<file path="src/rtl/digitube_scan_ctrl_if.sv">
// Bus between the CPU display register and the scan controller.
// master = CPU side, slave = scan controller.
interface digitube_scan_ctrl_if;
    logic [15:0] data_in;
    logic [3:0]  dp_in;
    logic [3:0]  blank_in;
    logic        load;
    logic        pending;
    logic        frame_done;
    logic [11:0] digi_out;

    modport master (
        output data_in,
        output dp_in,
        output blank_in,
        output load,
        input  pending,
        input  frame_done,
        input  digi_out
    );

    modport slave (
        input  data_in,
        input  dp_in,
        input  blank_in,
        input  load,
        output pending,
        output frame_done,
        output digi_out
    );
endinterface

</file>
<file path="src/rtl/digitube_scan_ctrl.sv">
// Four-digit seven-segment scan controller with shadow/display register sets so that
// new values only take effect on frame boundaries.
module digitube_scan_ctrl #(
    parameter int unsigned CLK_DIV = 50000
) (
    input  logic                 clk,
    input  logic                 reset_n,
    digitube_scan_ctrl_if.slave  bus
);

    localparam int unsigned CntW = (CLK_DIV > 1) ? $clog2(CLK_DIV) : 1;
    localparam logic [CntW-1:0] CntMax = CntW'(CLK_DIV - 1);

    logic [CntW-1:0] div_cnt_q, div_cnt_d;
    logic [1:0]      idx_q, idx_d;
    logic            pending_q, pending_d;
    logic            frame_done_q, frame_done_d;
    logic [15:0]     sh_data_q, sh_data_d;
    logic [3:0]      sh_dp_q, sh_dp_d;
    logic [3:0]      sh_blank_q, sh_blank_d;
    logic [15:0]     dsp_data_q, dsp_data_d;
    logic [3:0]      dsp_dp_q, dsp_dp_d;
    logic [3:0]      dsp_blank_q, dsp_blank_d;
    logic [11:0]     digi_out_q, digi_out_d;

    logic            tick;
    logic            boundary;
    logic [3:0]      nib;
    logic            sel_dp;
    logic            sel_blank;

    function automatic logic [6:0] hex_to_seg(input logic [3:0] n);
        logic [6:0] s;
        case (n)
            4'h0:    s = 7'h40;
            4'h1:    s = 7'h79;
            4'h2:    s = 7'h24;
            4'h3:    s = 7'h30;
            4'h4:    s = 7'h19;
            4'h5:    s = 7'h12;
            4'h6:    s = 7'h02;
            4'h7:    s = 7'h78;
            4'h8:    s = 7'h00;
            4'h9:    s = 7'h10;
            4'hA:    s = 7'h08;
            4'hB:    s = 7'h03;
            4'hC:    s = 7'h46;
            4'hD:    s = 7'h21;
            4'hE:    s = 7'h06;
            4'hF:    s = 7'h0E;
            default: s = 7'h7F;
        endcase
        return s;
    endfunction

    always_comb begin
        tick      = (div_cnt_q == CntMax);
        boundary  = tick && (idx_q == 2'd3);
        div_cnt_d = tick ? '0 : div_cnt_q + 1'b1;
        idx_d     = tick ? idx_q + 2'd1 : idx_q;

        sh_data_d  = sh_data_q;
        sh_dp_d    = sh_dp_q;
        sh_blank_d = sh_blank_q;
        if (bus.load) begin
            sh_data_d  = bus.data_in;
            sh_dp_d    = bus.dp_in;
            sh_blank_d = bus.blank_in;
        end

        // A load coinciding with the boundary bypasses the shadow set entirely.
        dsp_data_d  = dsp_data_q;
        dsp_dp_d    = dsp_dp_q;
        dsp_blank_d = dsp_blank_q;
        if (boundary && bus.load) begin
            dsp_data_d  = bus.data_in;
            dsp_dp_d    = bus.dp_in;
            dsp_blank_d = bus.blank_in;
        end else if (boundary && pending_q) begin
            dsp_data_d  = sh_data_q;
            dsp_dp_d    = sh_dp_q;
            dsp_blank_d = sh_blank_q;
        end

        if (boundary) begin
            pending_d = 1'b0;
        end else if (bus.load) begin
            pending_d = 1'b1;
        end else begin
            pending_d = pending_q;
        end
        frame_done_d = boundary;

        // Output word is built from next-state values so anode and segments move together.
        nib       = dsp_data_d[idx_d*4 +: 4];
        sel_dp    = dsp_dp_d[idx_d];
        sel_blank = dsp_blank_d[idx_d];
        digi_out_d[11:8] = 4'b0001 << idx_d;
        if (sel_blank) begin
            digi_out_d[7:0] = 8'hFF;
        end else begin
            digi_out_d[7:0] = {~sel_dp, hex_to_seg(nib)};
        end
    end

    always_ff @(posedge clk or negedge reset_n) begin
        if (!reset_n) begin
            div_cnt_q    <= '0;
            idx_q        <= 2'd0;
            pending_q    <= 1'b0;
            frame_done_q <= 1'b0;
            sh_data_q    <= '0;
            sh_dp_q      <= '0;
            sh_blank_q   <= '0;
            dsp_data_q   <= '0;
            dsp_dp_q     <= '0;
            dsp_blank_q  <= '0;
            digi_out_q   <= 12'h1C0;
        end else begin
            div_cnt_q    <= div_cnt_d;
            idx_q        <= idx_d;
            pending_q    <= pending_d;
            frame_done_q <= frame_done_d;
            sh_data_q    <= sh_data_d;
            sh_dp_q      <= sh_dp_d;
            sh_blank_q   <= sh_blank_d;
            dsp_data_q   <= dsp_data_d;
            dsp_dp_q     <= dsp_dp_d;
            dsp_blank_q  <= dsp_blank_d;
            digi_out_q   <= digi_out_d;
        end
    end

    assign bus.pending    = pending_q;
    assign bus.frame_done = frame_done_q;
    assign bus.digi_out   = digi_out_q;

    anode_onehot_a: assert property (@(posedge clk) disable iff (!reset_n)
        $onehot(digi_out_q[11:8]));

endmodule

</file>
<file path="src/flat_wrapper.sv">
// flat-port wrapper written by rule: the top's interface ports become plain ports
module digitube_scan_ctrl_flat 
#(
    parameter int unsigned CLK_DIV = 50000
)
  (clk, reset_n, bus_data_in, bus_dp_in, bus_blank_in, bus_load, bus_pending, bus_frame_done, bus_digi_out);
  digitube_scan_ctrl_if bus_i ();
  input  logic clk;
  input  logic reset_n;
  input wire logic [$bits(bus_i.data_in)-1:0] bus_data_in;
  input wire logic [$bits(bus_i.dp_in)-1:0] bus_dp_in;
  input wire logic [$bits(bus_i.blank_in)-1:0] bus_blank_in;
  input wire logic [$bits(bus_i.load)-1:0] bus_load;
  output wire logic [$bits(bus_i.pending)-1:0] bus_pending;
  output wire logic [$bits(bus_i.frame_done)-1:0] bus_frame_done;
  output wire logic [$bits(bus_i.digi_out)-1:0] bus_digi_out;
  assign bus_i.data_in = bus_data_in;
  assign bus_i.dp_in = bus_dp_in;
  assign bus_i.blank_in = bus_blank_in;
  assign bus_i.load = bus_load;
  assign bus_pending = bus_i.pending;
  assign bus_frame_done = bus_i.frame_done;
  assign bus_digi_out = bus_i.digi_out;
  digitube_scan_ctrl #(.CLK_DIV(CLK_DIV)) u_core (.clk(clk), .reset_n(reset_n), .bus(bus_i));
endmodule
</file>
<file path="config.mk">
export PLATFORM = sky130hd
export DESIGN_NAME = digitube_scan_ctrl_flat
export DESIGN_NICKNAME = d
export VERILOG_FILES = /design/src/rtl/digitube_scan_ctrl_if.sv /design/src/rtl/digitube_scan_ctrl.sv /design/src/flat_wrapper.sv
export SDC_FILE = /design/constraint.sdc
export NUM_CORES = 1
export LEC_CHECK = 0
export ABC_AREA = 1
export ABC_CLOCK_PERIOD_IN_PS = 2400
export CORE_MARGIN = 3
export CORE_UTILIZATION = 52
export DETAILED_ROUTE_END_ITERATION = 8
export GPL_TIMING_DRIVEN = 0
export PLACE_DENSITY = 0.85
export SYNTH_ARGS = -nofsm -noshare
export SYNTH_HDL_FRONTEND = slang
export SYNTH_SLANG_ARGS = --single-unit
</file>
<file path="constraint.sdc">
create_clock -name clk -period 2.4 [get_ports clk]
set_input_delay 0.48 -clock clk [delete_from_list [all_inputs] [get_ports clk]]
set_output_delay 0.48 -clock clk [all_outputs]
set_load 0.02 [all_outputs]
</file>
==> results.sh <==
export IMPL_cts_tree="yes"
export IMPL_sw_frac_of_total_pct=25.6
export IMPL_hpwlAfterDp_mm=6.73
export IMPL_yosysWarningCount=0
export IMPL_hold_viol=0
export IMPL_status="complete, but fails checks"
export IMPL_syn_inst=507
export IMPL_synthArstFlopShare_pct=100
export IMPL_synth_common_cells="nand2_1, dfrtp_1, inv_1"
export IMPL_cp_required_ns=2.66
export IMPL_dp_slack_ns=-0.548
export IMPL_clock_path_buffers=2
export IMPL_yosys_top_cells_area="dfrtp_1, nand2_1, nand3_1"
export IMPL_grt_max_degree=42
export IMPL_slew_headroom_pct=57.9
export IMPL_finalCritPeriodShare_pct=110
export IMPL_synth_xor_area_share_pct=0.614
export IMPL_clk_pin_slew_ns=0.09
export IMPL_rsz0062_at_grt="true"
export IMPL_h_tree_depth=3
export IMPL_overflow=0
export IMPL_worst_pin_slew_ns=0.632
export IMPL_core_sq_mm=0.00785
export IMPL_drtPass1Iterations=6
export IMPL_reg2reg_depth=17
export IMPL_yosys_area_top_type="dfrtp_1"
export IMPL_power_leakage_nw=2.76
export IMPL_synth_compound_area_share_pct=7.63
export IMPL_yosysSeqAreaShare_pct=46.8
export IMPL_layout_drive_gt1_share_pct=30.8
export IMPL_io_pins=41
export IMPL_combinationalPowerShare_pct=9.6
export IMPL_post_drt_wl_per_cell_microns=20.4
export IMPL_ys_flop_type="dfrtp_1"
export IMPL_synth_top_family_by_area="simple AND/OR/NAND/NOR gates"
export IMPL_ctsHoldBuffers=0
export IMPL_setup_slack_ns=-0.236
export IMPL_clk_latency_ns=0.37
export IMPL_antenna_found_initial=0
export IMPL_synth_fa_ha_area_share_pct=2.34
export IMPL_nNetsFinal=641
export IMPL_setup_viol=9
export IMPL_synth_mux_area_share_pct=0
export IMPL_viasPerCell=6.11
export IMPL_drt_total_wl_mm=14.5
export IMPL_portBuffers=39
export IMPL_initialDrtViolationCount=654
export IMPL_fmax_mhz=379
export IMPL_violations="negative setup slack"
export IMPL_cp_end_kind="flip-flop"
export IMPL_r2r_slack_ns=-0.24
export IMPL_die_y_microns=96.7
export IMPL_skew_ns=0.0161
export IMPL_peakVddDrop_mv=0.291
export IMPL_synth_avg_cell_area_sq_um=8.44
export IMPL_start_kind="flip-flop"
export IMPL_rr_endpoint="u_core.bus.digi_out[5]"
export IMPL_drc_errors=0
export IMPL_hold_class="in -> async"
export IMPL_antenna_left=0
export IMPL_power_share_clock_pct=39.8
export IMPL_min_period_ns=2.64
export IMPL_clock_sinks=80
export IMPL_grt_pass1_wl_mm=20.0
export IMPL_p_int_w=0.00210
export IMPL_root_buffer="clkbuf_8"
export IMPL_synth_most_common_cell="nand2_1"
export IMPL_power_density_mw_per_mm2=488
export IMPL_power_frac_seq_pct=50.5
export IMPL_area_growth_pct=34.9
export IMPL_vias=4357
export IMPL_yosys_register_bits=80
export IMPL_synth_simple_gate_area_share_pct=34.4
export IMPL_die_area_sq_mm=0.00936
export IMPL_netlist_area_sq_mm=0.00428
export IMPL_cts_made_buffers=9
export IMPL_fp_dieW_microns=96.7
export IMPL_synth_distinct_cells=38
export IMPL_drv_cap=0
export IMPL_diodes=0
export IMPL_synth_fp_nets=542
export IMPL_rows=32
export IMPL_synth_edff_count=0
export IMPL_initial_core_util_pct=54.6
export IMPL_p_sw_w=0.000721
export IMPL_timing_rr_start="u_core.div_cnt_q[13]"
export IMPL_grtUsageTotal_pct=26.9
export IMPL_slew_violations=0
export IMPL_yosysTopAreaCellShare_pct=45.0
export IMPL_arrival_ns=2.89
export IMPL_crit_type="reg -> reg"
export IMPL_cp_max_fo=6
export IMPL_hold_slack_ns=0.0778
export IMPL_grt_pass1_vias=4024
export IMPL_finalWeightedCongestion=0.895
per-layer routing:
metal  track usage [%]  part of all wire [%]
met3              6.49                    10
met2              43.9                    46
met4              16.3                   8.0
met5                 0                     0
met1              31.9                    35
flip-flops by register name, summed over array words and instances (netlist names), 2 cells and up:
name and cells:
u_core.div_cnt_q 16, u_core.dsp_data_q 16, u_core.sh_data_q 16, u_core.bus.digi_out 12, u_core.dsp_blank_q 4, u_core.dsp_dp_q 4
u_core.sh_blank_q 4, u_core.sh_dp_q 4, u_core.idx_q 2
repair_timing:
action	CTS	global route
resized for setup	45	43
endpoints found under the setup margin	7	9
buffers inserted	29	17
cloned	2	0
pin swaps	35	26
cell usage in the layout, fill, tap and decap left out, types with 3 or more instances in the layout:
master,netlist,routed
dfstp_2,3,3
xor2_1,3,3
inv_1,67,61
clkbuf_1,6,6
nand3_1,51,38
clkbuf_8,0,13
nor3_1,4,3
nand2_2,17,22
nand3_2,6,17
nand2_4,8,11
buf_4,0,42
dfrtp_1,77,75
o21ai_4,1,3
buf_6,0,7
ha_4,0,5
nor2_4,8,13
nand4_1,3,3
nor2_8,6,6
and2_1,14,14
inv_2,8,13
a21oi_1,10,8
clkdlybuf4s50_1,0,38
o21ai_0,32,32
o211ai_1,7,7
nand2_1,129,119
nor2_2,4,6
nor2_1,13,7
cell families (layout without fill, tap and decap cells):
kind of cell             after synthesis  in the layout
buffers and inverters                 88            191
XOR/XNOR                               3              3
AO/OA/AOI/OAI                         57             57
adder cells (fa/ha/maj)                8              8
flip-flops                            80             80
AND/OR/NAND/NOR                      271            272
worst max-delay path: stages (launching register included):
cell     delay [ns]
dfrtp_2        0.46
buf_4          0.15
nor2_1         0.13
nand2_1        0.12
nor2_4         0.12
nand2_4        0.08
o21ai_4        0.32
nor2_4         0.11
buf_4          0.17
nand2_2        0.08
nand2_4        0.07
nor2_4         0.23
ha_4           0.18
inv_2          0.04
nand2_1        0.07
nand2_1        0.06
nand2_1        0.06
nand2_1        0.08
per-stage QoR:
stage / instances / utilization (%) / setup TNS (ns) / instance area, sq um / power [W]
3_5_place_dp: 649 / 61.4 / -3.27 / 4820 / 0.00166
2_1_floorplan: 507 / - / 0 / 4280 / 0.00155
6_report: 713 / 73.6 / -1.46 / 5780 / 0.00282
3_3_place_gp: 648 / 61.2 / -149.27 / 4800 / 0.00164
5_1_grt: 713 / 73.6 / -2.52 / 5780 / 0.00290
4_1_cts: 696 / 69.9 / -0.176 / 5480 / 0.00275
cell type report:
cell class                 count  area [sq um]
multi-input combinational    340          2230
fill                         480          2070
sequential                    80          2010
timing repair buffer          87           816
inverter                      77           298
clock buffer                  14           183
tap                          102           128
buffer                        11          80.1
clock inverter                 2          35.0
worst max path at each step:
| stage | start | cells after the start | end | slack [ns] |
|---|---|---|---|---|
| finish | u_core.div_cnt_q[13] | 17 | u_core.bus.digi_out[5] | -0.24 |
| global route | u_core.div_cnt_q[13] | 16 | u_core.bus.digi_out[0] | -0.36 |
| CTS | u_core.div_cnt_q[1] | 19 | u_core.bus.digi_out[5] | -0.05 |
| detailed placement | bus_load | 14 | u_core.bus.digi_out[3] | -0.55 |
| global placement | reset_n | 1 | u_core.dsp_data_q[13] | -1.87 |
| floorplan | bus_load | 14 | u_core.bus.digi_out[3] | 0.004 |
power by group through the flow:
stage	Combinational (W)	Clock (W)	Sequential, W
2_1_floorplan	0.000110	0	0.00144
3_3_place_gp	0.000202	0	0.00144
3_5_place_dp	0.000215	0	0.00144
4_1_cts	0.000239	0.00109	0.00142
5_1_grt	0.000293	0.00118	0.00143
6_report	0.000271	0.00112	0.00142
No activity file was read; power rests on OpenSTA's default activity.
